===== src/rtl/cam_capture_pack.sv =====
// Camera capture packer: samples a vsync_n/href/pixel stream and packs pixel pairs into
// SOF/EOF-tagged words for the frame-buffer write FIFO, holding one word back so EOF can be marked.
module cam_capture_pack #(
    parameter int DSIZE = 36,
    parameter int PIX_W = 16,
    parameter int CNT_W = 16
) (
    input  logic             clk,
    input  logic             rst,
    input  logic             cap_en,
    input  logic             vsync_n,
    input  logic             href,
    input  logic [PIX_W-1:0] pix_data,
    output logic             wr_vld,
    input  logic             wr_rdy,
    output logic [DSIZE-1:0] wr_data,
    output logic             cap_active,
    output logic             cap_overrun,
    output logic             line_err,
    output logic [CNT_W-1:0] frame_cnt,
    output logic [CNT_W-1:0] word_cnt
);

    localparam int SOF_B = 2 * PIX_W;
    localparam int EOF_B = 2 * PIX_W + 1;

    typedef enum logic [1:0] {S_IDLE, S_ARM, S_ACTIVE, S_DROP} state_t;

    state_t             state_q, state_d;
    logic               vsync_n_d1_q;
    logic               phase_q;
    logic [PIX_W-1:0]   lo_q;
    logic               sof_pend_q;
    logic [SOF_B:0]     hold_q;
    logic               hold_vld_q;
    logic               wr_vld_q;
    logic [DSIZE-1:0]   wr_data_q;
    logic [CNT_W-1:0]   run_cnt_q;
    logic [CNT_W-1:0]   frame_cnt_q;
    logic [CNT_W-1:0]   word_cnt_q;
    logic               overrun_q;
    logic               line_err_q;

    logic               vs_fe, in_act, form, flush, need_move, can_move, move, ovr, new_frame;
    logic [DSIZE-1:0]   out_word;

    assign vs_fe     = !vsync_n && vsync_n_d1_q;
    assign in_act    = (state_q == S_ACTIVE);
    assign form      = in_act && !vs_fe && href && phase_q;
    assign flush     = in_act && vs_fe && hold_vld_q;
    assign need_move = flush || (form && hold_vld_q);
    assign can_move  = !wr_vld_q || wr_rdy;
    assign move      = need_move && can_move;
    assign ovr       = need_move && !can_move;
    assign new_frame = vs_fe && (state_d == S_ACTIVE);

    // The held word leaves with EOF only when it is flushed by the frame boundary.
    always_comb begin
        out_word             = '0;
        out_word[SOF_B:0]    = hold_q;
        out_word[EOF_B]      = flush;
    end

    always_ff @(posedge clk or posedge rst) begin
        if (rst) state_q <= S_IDLE;
        else     state_q <= state_d;
    end

    always_comb begin
        state_d = state_q;
        case (state_q)
            S_IDLE:   if (cap_en) state_d = S_ARM;
            S_ARM:    if (!cap_en) state_d = S_IDLE;
                      else if (vs_fe) state_d = S_ACTIVE;
            S_ACTIVE: if (ovr) state_d = S_DROP;
                      else if (vs_fe) state_d = cap_en ? S_ACTIVE : S_IDLE;
            S_DROP:   if (vs_fe) state_d = cap_en ? S_ACTIVE : S_IDLE;
            default:  state_d = S_IDLE;
        endcase
    end

    always_comb begin
        cap_active = (state_q == S_ACTIVE);
    end

    always_ff @(posedge clk or posedge rst) begin
        if (rst) begin
            vsync_n_d1_q <= 1'b1;
            phase_q      <= 1'b0;
            lo_q         <= '0;
            sof_pend_q   <= 1'b1;
            hold_q       <= '0;
            hold_vld_q   <= 1'b0;
            wr_vld_q     <= 1'b0;
            wr_data_q    <= '0;
            run_cnt_q    <= '0;
            frame_cnt_q  <= '0;
            word_cnt_q   <= '0;
            overrun_q    <= 1'b0;
            line_err_q   <= 1'b0;
        end else begin
            vsync_n_d1_q <= vsync_n;

            if (move) begin
                wr_vld_q  <= 1'b1;
                wr_data_q <= out_word;
            end else if (wr_rdy) begin
                wr_vld_q  <= 1'b0;
            end

            if (ovr) overrun_q <= 1'b1;

            if (flush && can_move) begin
                frame_cnt_q <= frame_cnt_q + 1'b1;
                word_cnt_q  <= (run_cnt_q == '1) ? run_cnt_q : run_cnt_q + 1'b1;
            end

            if (new_frame) begin
                run_cnt_q <= '0;
            end else if (move && !flush && run_cnt_q != '1) begin
                run_cnt_q <= run_cnt_q + 1'b1;
            end

            // A pixel coincident with the boundary starts the next frame, if there is one.
            if (new_frame) begin
                sof_pend_q <= 1'b1;
                hold_vld_q <= 1'b0;
                phase_q    <= href;
                if (href) lo_q <= pix_data;
            end else if (vs_fe) begin
                hold_vld_q <= 1'b0;
                phase_q    <= 1'b0;
            end else if (in_act) begin
                if (ovr) begin
                    hold_vld_q <= 1'b0;
                    phase_q    <= 1'b0;
                end else if (href && !phase_q) begin
                    lo_q    <= pix_data;
                    phase_q <= 1'b1;
                end else if (href) begin
                    hold_q     <= {sof_pend_q, pix_data, lo_q};
                    hold_vld_q <= 1'b1;
                    sof_pend_q <= 1'b0;
                    phase_q    <= 1'b0;
                end else if (phase_q) begin
                    line_err_q <= 1'b1;
                    phase_q    <= 1'b0;
                end
            end
        end
    end

    assign wr_vld      = wr_vld_q;
    assign wr_data     = wr_data_q;
    assign cap_overrun = overrun_q;
    assign line_err    = line_err_q;
    assign frame_cnt   = frame_cnt_q;
    assign word_cnt    = word_cnt_q;

endmodule

===== config.mk =====
export PLATFORM = sky130hd
export DESIGN_NAME = cam_capture_pack
export DESIGN_NICKNAME = d
export VERILOG_FILES = /design/src/rtl/cam_capture_pack.sv
export SDC_FILE = /design/constraint.sdc
export NUM_CORES = 1
export LEC_CHECK = 0
export CAP_MARGIN = 10
export CORE_MARGIN = 3
export CORE_UTILIZATION = 40
export CTS_BUF_LIST = sky130_fd_sc_hd__clkbuf_4 sky130_fd_sc_hd__clkbuf_8 sky130_fd_sc_hd__clkbuf_16
export CTS_CLUSTER_DIAMETER = 30
export CTS_CLUSTER_SIZE = 12
export DETAILED_ROUTE_END_ITERATION = 8
export GPL_ROUTABILITY_DRIVEN = 1
export SYNTH_ARGS = -nofsm -noshare
export SYNTH_HDL_FRONTEND = slang
export SYNTH_SLANG_ARGS = --single-unit
export TNS_END_PERCENT = 10

===== constraint.sdc =====
create_clock -name clk -period 9.75 [get_ports clk]
set_input_delay 2.925 -clock clk [delete_from_list [all_inputs] [get_ports clk]]
set_output_delay 2.925 -clock clk [all_outputs]
set_load 0.02 [all_outputs]

; Word level (Yosys, flattened, before mapping)
; Cells that the tools add are included.
[word_totals]
reg_bits = 140
latch_bits = 0
mem_bits_rw = 0
mem_bits_ro = 0
in_bits = 22
out_inout_bits = 72
elab_cells = 102
mem_count = 0
[classes]
n_addsub = 2
mul = 0
n_div = 0
magnitude_cmp = 0
n_eq_ne = 11
shift = 0
mux = 35
bitwise = 5
reduce_logical = 35
[op_table]
columns = op, count
row1 = 2-to-1 mux 16 bit, 9
row2 = adder 16 x 1 -> 16 bit (second input constant), 2
row3 = 2-to-1 mux 1 bit, 19
row4 = equality test 16 bit (second input constant), 1
row5 = inequality test 16 bit (second input constant), 1
row6 = logical AND 1 bit, 14
row7 = 2-to-1 mux 2 bit, 6
row8 = AND reduction 5 bit, 2
row9 = nonzero test 2 bit, 5
row10 = case mux 2 bit (4 select lines), 1
row11 = AND reduction 7 bit, 1
row12 = equality test 2 bit (second input constant), 3
row13 = zero test 1 bit, 6
row14 = AND reduction 6 bit, 1
row15 = NOT 1 bit, 5
row16 = inequality test 2 x 1 -> 1 bit (second input constant), 2
row17 = inequality test 2 bit (second input constant), 2
row18 = inequality test 4 bit (second input constant), 1
row19 = nonzero test 4 bit, 1
row20 = AND reduction 3 bit, 1
row21 = nonzero test 3 bit, 1
row22 = equality test 2 x 1 -> 1 bit (second input constant), 1
row23 = zero test 2 bit, 1
row24 = logical OR 1 bit, 2

; Longest topological paths before layout
[depth]
word_depth = 15
ltp_mapped = 9
ltp_nobuf = 6

; Least setup slack after synthesis
; No wires, ideal clock.
[synth_timing]
kind = input to register
from = input port wr_rdy
to = register hold_q[21]
setup_time_ns = 0.125
arrival_ns = 4.325
required_time_ns = 9.625
slack_ns = 5.300
stages = 5
path_buffers = 1
cell_sequence = and3b_1 or3_1 nor2_2 buf_2 mux2_2
[synth_via]
elab_chain_cells = 9
word_cells_on_any_way = 10
classes_between = eq/ne (1) / mux (2) / bitwise (2) / reduce/logical (5)
[synth_rtl]
columns = element, line
row1 = start: declaration, 15  ; input logic wr_rdy,
row2 = logical OR 1 bit *, 52  ; assign can_move = !wr_vld_q || wr_rdy;
row3 = zero test 1 bit *, 54  ; assign ovr = need_move && !can_move;
row4 = logical AND 1 bit *, 54
row5 = 2-to-1 mux 2 bit, 75  ; S_ACTIVE: if (ovr) state_d = S_DROP;
row6 = case mux 2 bit (4 select lines), 71  ; case (state_q)
row7 = equality test 2 bit, 55  ; assign new_frame = vs_fe && (state_d == S_ACTIVE);
row8 = logical AND 1 bit, 55
row9 = NOT 1 bit (no source line), n/a
row10 = AND reduction 6 bit (no source line) *, n/a
row11 = end signal: assignment, 141  ; hold_q <= {sof_pend_q, pix_data, lo_q};
row12 = end: declaration, 34  ; logic [SOF_B:0] hold_q;
; Mark *: on every way between the ends. The rest lies on a longest branch, timed or not.
; A chain may end at the register's enable or synchronous reset.

; Final worst setup path
[layout_timing]
from = input port vsync_n
to = register frame_cnt_q[12] (netlist: frame_cnt[12])
[layout_via]
elab_chain_cells = 5
[layout_rtl]
columns = element, line
row1 = start: declaration, 11  ; input logic vsync_n,
row2 = zero test 1 bit, 47  ; assign vs_fe = !vsync_n && vsync_n_d1_q;
row3 = logical AND 1 bit, 47
row4 = logical AND 1 bit (2 in a row), 50  ; assign flush = in_act && vs_fe && hold_vld_q;
row5 = logical AND 1 bit, 113  ; if (flush && can_move) begin
row6 = end signal: assignment, 114  ; frame_cnt_q <= frame_cnt_q + 1'b1;
row7 = end: declaration, 39  ; logic [CNT_W-1:0] frame_cnt_q;
; No other way between the ends.

==> impl_metrics.yaml <==
place:
  gp_congestion: 0.8515
  port_buffers: 91
  placed_area_um2: 6878
  place.detailed.hpwl_mm: 8.046
  place_inst: 709
logic_synthesis:
  synth_cells: 457
  yosys.cell_types.count: 51
  async_reset_ff_share_pct: 100.0
  ys_warn_count: 0
  syn_avg_cell_area_um2: 12.82
  synth_top_area_cell: "dfrtp_1"
  synth_enable_flop_cells: 0
  ys_ff_latch: 140
  synth.most_common_cell: "dfrtp_1"
  seq_area_frac_synth_pct: 59.86
  netlist.area_leader.share_pct: 58.96
  syn_area_um2: 5857
  synth_common_cells: "138 x dfrtp_1, 82 x mux2_2, 29 x nand2_1"
  synthFlopType: "dfrtp_1"
  synth_area_leaders: "dfrtp_1 59%, mux2_2 16%, xnor2_1 3.3%, nand2_1 1.9%, a21oi_1 1.6%"
worst_setup_path:
  worst_setup_path_end_kind: "register"
  cp_top_family: "simple AND/OR/NAND/NOR gates"
  slowest_delay_ns: 0.63
  crit_type: "input pin to register"
  worst-path-buf-inv: 1
  crit_chain: "clkdlybuf4s50_1, nor2b_1, nand4_1, nor3_1, nand3_1, xnor2_1"
  crit_required_ns: 10.04
  worstPathMaxFanout: 13
  worstPathArrival_ns: 5.47
  cpMaxStageDelayCell: "nor3_1"
  worstSetupStartpointType: "input pin"
sta:
  finalSetupViolations: 0
  slew_headroom_pct: 29.44
  clock_skew_ns: 0.005206
  fin_crit_ns: 5.177
  worst_slew_pin_slew_ns: 1.056
  final_hold_viol_count: 0
  finalCritPeriodShare_pct: 53.10
  rsz0062_at_grt: "false"
  final.setup.tns_ns: 0
  slew_viol_final: 0
  fmax_ghz: 0.1932
routing:
  postRouteAntennaNets: 0
  dr.pass1.iters: 4
  viasPerCell: 5.066
  drt_wl_total_mm: 11.88
  dr.first_iter.drc_count: 192
  drc: 0
  vias: 3739
  wl_per_cell_um: 16.10
layout:
  final_util_pct: 52.65
  syn2layout_area_growth_pct: 26.73
  antenna-diode-count: 0
  stdcell_count: 738
  fillers: 1246
  final_area_um2: 7422
  drive_above_1_share_pct: 22.58
  fin_nets: 572
cts:
  clock-root-buffer: "clkbuf_16"
  cts_buffers: 17
  clk_pin_slew_ns: 0.05
  cts_max_path_buffers: 2
  clk_latency_ns: 0.41
  htree_levels: 4
  cts_num_sinks: 140
  ctsHoldBuffers: 0
  cts_tree: "yes"
  cts_setup_buffers: 0
  cts_resized: 0
grt:
  grt_usage_pct: 15.86
  antenna_found_initial: 0
  grt_pass1_vias: 4002
  grt_max_degree: 93
  gr-total-overflow: 0
  grt_pass1_wl_mm: 20.33
run_status:
  status: "finished, final reports clean"
min_path:
  min_path_type: "register to register"
die:
  die_h_um: 127.0
  rows: 43
  dieWidth_um: 127.0
  initial_core_util_pct: 41.55
  coreArea_um2: 14100
  pin_count: 94
  dieArea_um2: 16130
power_and_ir_drop:
  p_leak_nw: 3.342
  p_per_area_nw_per_um2: 260.9
  vdd_drop_max_v: 0.0001641
job:
  cap_violations: 0
==> layout make-up <==
type / instances / area, µm² / area share, %
Clock inverter: 8 / 70.07 / 0.9440
Multi-Input combinational cell: 285 / 2175 / 29.30
Tap cell: 180 / 225.2 / 3.034
Inverter: 11 / 46.29 / 0.6237
Sequential cell: 140 / 3506 / 47.24
Clock buffer: 21 / 474.2 / 6.389
Timing Repair Buffer: 93 / 925.9 / 12.47
==> sequential cells by signal (all words and copies together), names as in the netlist <==
| register | cells |
|---|---|
| phase_q | 1 |
| wr_data | 34 |
| frame_cnt | 16 |
| wr_vld | 1 |
| hold_vld_q | 1 |
| run_cnt_q | 16 |
| word_cnt | 16 |
| hold_q | 33 |
| cap_overrun | 1 |
| vsync_n_d1_q | 1 |
| line_err | 1 |
| lo_q | 16 |
| state_q | 2 |
| sof_pend_q | 1 |
==> worst paths after layout <==
kind | startpoint | end | slack [ns] | cells past startpoint
max in group asynchronous | rst | hold_q[19] | 5.53 | 3
hold reg to reg | cap_overrun | cap_overrun | 0.47 | 1
setup / recovery | vsync_n | frame_cnt[12] | 4.57 | 6
min in group asynchronous | rst | frame_cnt[11] | 3.05 | 2
hold / removal | cap_overrun | cap_overrun | 0.47 | 1
setup reg to reg | vsync_n_d1_q | frame_cnt[12] | 7.01 | 5
==> where the power goes <==
part / switching [mW] / internal (mW) / leakage (nW) / total [mW]
Sequential: 0.0926 / 0.757 / 1.85 / 0.849
Clock: 0.225 / 0.367 / 0.270 / 0.592
Combinational: 0.227 / 0.269 / 1.22 / 0.495
==> worst reg2reg max path, delay by kind of cell (launching register included) <==
kind	cells	cell delay (ns)
AND/OR/NAND/NOR	4	1.94
XOR/XNOR	1	0.15
flip-flops	1	0.53
==> through the flow <==
stage	worst slack (ns)	power, mW	hold WS (ns)
final	4.573	1.936	0.4691
after detailed placement	4.048	1.364	0.4641
after global placement	4.187	1.347	0.4518
after floorplan	3.075	1.138	0.4603
after CTS	4.507	1.965	0.4805
after global routing	4.260	2.049	0.4894
==> cells in the final DEF (no fill, tap or decap), drive strengths merged, types with 4 or more instances in the layout <==
cell type,n
a21o,5
a21oi,19
a31oi,4
and3,6
clkbuf,21
clkdlybuf4s50,91
clkinv,5
dfrtp,138
inv,11
mux2,82
nand2,29
nand2b,4
nand3,15
nand4,13
nor2,21
nor3,4
nor4,5
o21ai,16
o21bai,5
or3,6
xnor2,22
xor2,6
==> per-layer routing <==
metal	vias up	GRT usage, %	wire length [µm]
met5	-	0	0
met4	0	4.732	127
met3	10	6.689	839
met2	87	23.91	5465
met1	1862	21.07	5449
li1	1780	-	-
==> cells by family after synthesis <==
logic type	after synthesis	synth area share [%]
flops	140	59.86
other cells	1	0.06403
simple gates	114	10.32
fa+ha+maj	2	0.4272
buf+inv	33	3.162
xor+xnor	28	4.187
mux	83	15.94
compound gates	56	6.046
Power figures use the tool's default switching activity.
==> patch: new RTL, same flow settings <==
`CNT_W`: 16 -> 24.
--- a/src/rtl/cam_capture_pack.sv
+++ b/src/rtl/cam_capture_pack.sv
@@ -4,5 +4,5 @@
     parameter int DSIZE = 36,
     parameter int PIX_W = 16,
-    parameter int CNT_W = 16
+    parameter int CNT_W = 24
 ) (
     input  logic             clk,
Interface: changed (resized frame_cnt and word_cnt); port bits go from 94 to 110. No check against the original RTL was run, so the function may have changed too.
==> patch against the original RTL <==
- combinational power up 4.2%
- wire length up 25%
- area after synthesis increased by 20%
- sequential share of layout area down 1.3 points
- highest routed layer unchanged
- largest power group unchanged
- worst setup slack lost 330 ps
- design area grew 20%
- critical path type unchanged
- count of clock-buffer cells in the layout decreased by 4
- sequential cell count grew 24
- power increased by 13%
- critical path depth is the same
==> patch: results (changes against the original RTL) <==
status=completed; Antenna diodes=0 (unchanged); DP Wirelength=10040 um (+25%); Clock Skews=8.253 ps (+3.047 ps); Synth Instances=580 (+27%); postcts setup bufs=0 (unchanged); initial antenna violation count=0 (unchanged); CTS Buf Count=17 (unchanged); Lkg Pwr=4.015 nW (+20%); R2R cell count=6 (+1); gr usage total=16.02% (+0.16 points); largest net degree at the start of global routing=93 (unchanged); clk slew on worst S/H paths=60 ps; adder-cell share of the synthesized area=0.3565% (-0.071 points); first-pass GRT wire length=25440 um (+25%); Ys Warns=0 (unchanged); top cells by count, synth=dfrtp_1 (162), mux2_2 (82), nor2_1 (40); critical path arrival=5800 ps (+330 ps); part of the Yosys area used for sequential elements=58.50% (-1.4 points); slowest CP cell=o31a_1; DR pass1 iterations=4 (unchanged); crit-path max cell delay=790 ps (+160 ps); Compound-Gate Fraction of Synth Area=6.667% (+0.62 points); vias in the first global route=4920 (+23%); Filler cells=1465 (+18%); clk root buf=clkbuf_16; max reg flops=34 (unchanged); total wire length=14890 um (+25%); ys async rst share=100.0% (unchanged); Port Buffer Count=107 (+18%); Placer Congestion=0.8371 (-1.7%); Netlist cell types=50 (-2.0%); Post-CTS Resized=0 (unchanged); Top delay family on crit path=compound AO/OA/AOI/OAI gates; Layout Utilization=52.95% (+0.29 points); NumNets Final=706 (+23%); Worst VDD drop=164.2 uV (about the same); worst-path maximum fanout=21 (+8); hold depth=1 (unchanged); Max clock buf depth=2 (unchanged); placed insts=883 (+25%); share of cells above drive strength 1=18.85% (-3.7 points); First DRT Iteration DRCs=254 (+32%); number of H-tree levels=4 (unchanged); worst hold path class=reg -> reg; DR vias=4741 (+27%); Post-Synth XOR/XNOR Area=5.116% (+0.93 points); Worst slew margin=29.46% (about the same); post-synthesis mux area share=14.15% (-1.8 points); routed len/inst=16.27 um (+1.1%); worst skew pair latency=approximately 420 ps; Synth area leaders=dfrtp_1 (58%), mux2_2 (13%), xnor2_1 (2.7%)
==> patch: cell types whose count changed after synthesis, sizes merged, moves of 7 or more <==
cell,delta
a211o,+7
nor3,+12
clkbuf,+13
nand3,+17
xor2,+13
and3,+12
nor2,+19
dfrtp,+24
==> patch: power by group <==
part / total, mW / leakage [nW] / internal, mW / switching (mW)
sequential: 0.955 / 2.17 / 0.861 / 0.0935
clock: 0.724 / 0.309 / 0.436 / 0.288
combinational: 0.516 / 1.53 / 0.280 / 0.237
total: 2.20 / 4.02 / 1.58 / 0.618
==> patch: per-layer routing <==
| layer | routed length (um) | GRT usage, % | part of all wire, % |
|---|---|---|---|
| met1 | 6697 | 21.21 | 45 |
| met2 | 6937 | 25.31 | 47 |
| met3 | 1123 | 6.043 | 7.5 |
| met4 | 129 | 3.588 | 0.87 |
| met5 | 0 | 0 | 0 |
==> patch: final timing paths <==
| kind | slack [ps] | from | end |
|---|---|---|---|
| setup / recovery | 4240 | vsync_n | run_cnt_q[11] |
| setup reg to reg | 6350 | run_cnt_q[0] | run_cnt_q[11] |
| hold reg to reg | 470 | frame_cnt[23] | frame_cnt[23] |
| max in group asynchronous | 5260 | rst | word_cnt[14] |
| min in group asynchronous | 3060 | rst | wr_data[30] |
| hold / removal | 470 | frame_cnt[23] | frame_cnt[23] |
==> patch: cell type report <==
type,count,area share [%]
inverter,6,0.3080
multi-input combinational,381,31.08
clock inverter,15,2.408
tap,220,3.080
timing repair buffer,112,12.41
clock buffer,17,4.761
sequential,164,45.95
==> patch: metrics by stage <==
step                setup WS, ps  hold WS [ps]  instance area (um^2)
global route                3993         495.4                  8936
global placement            3958         458.3                  8295
floorplan                   2395         473.7                  7023
detailed placement          3853         458.1                  8295
finish                      4241         468.9                  8936
CTS                         4272         472.7                  8936
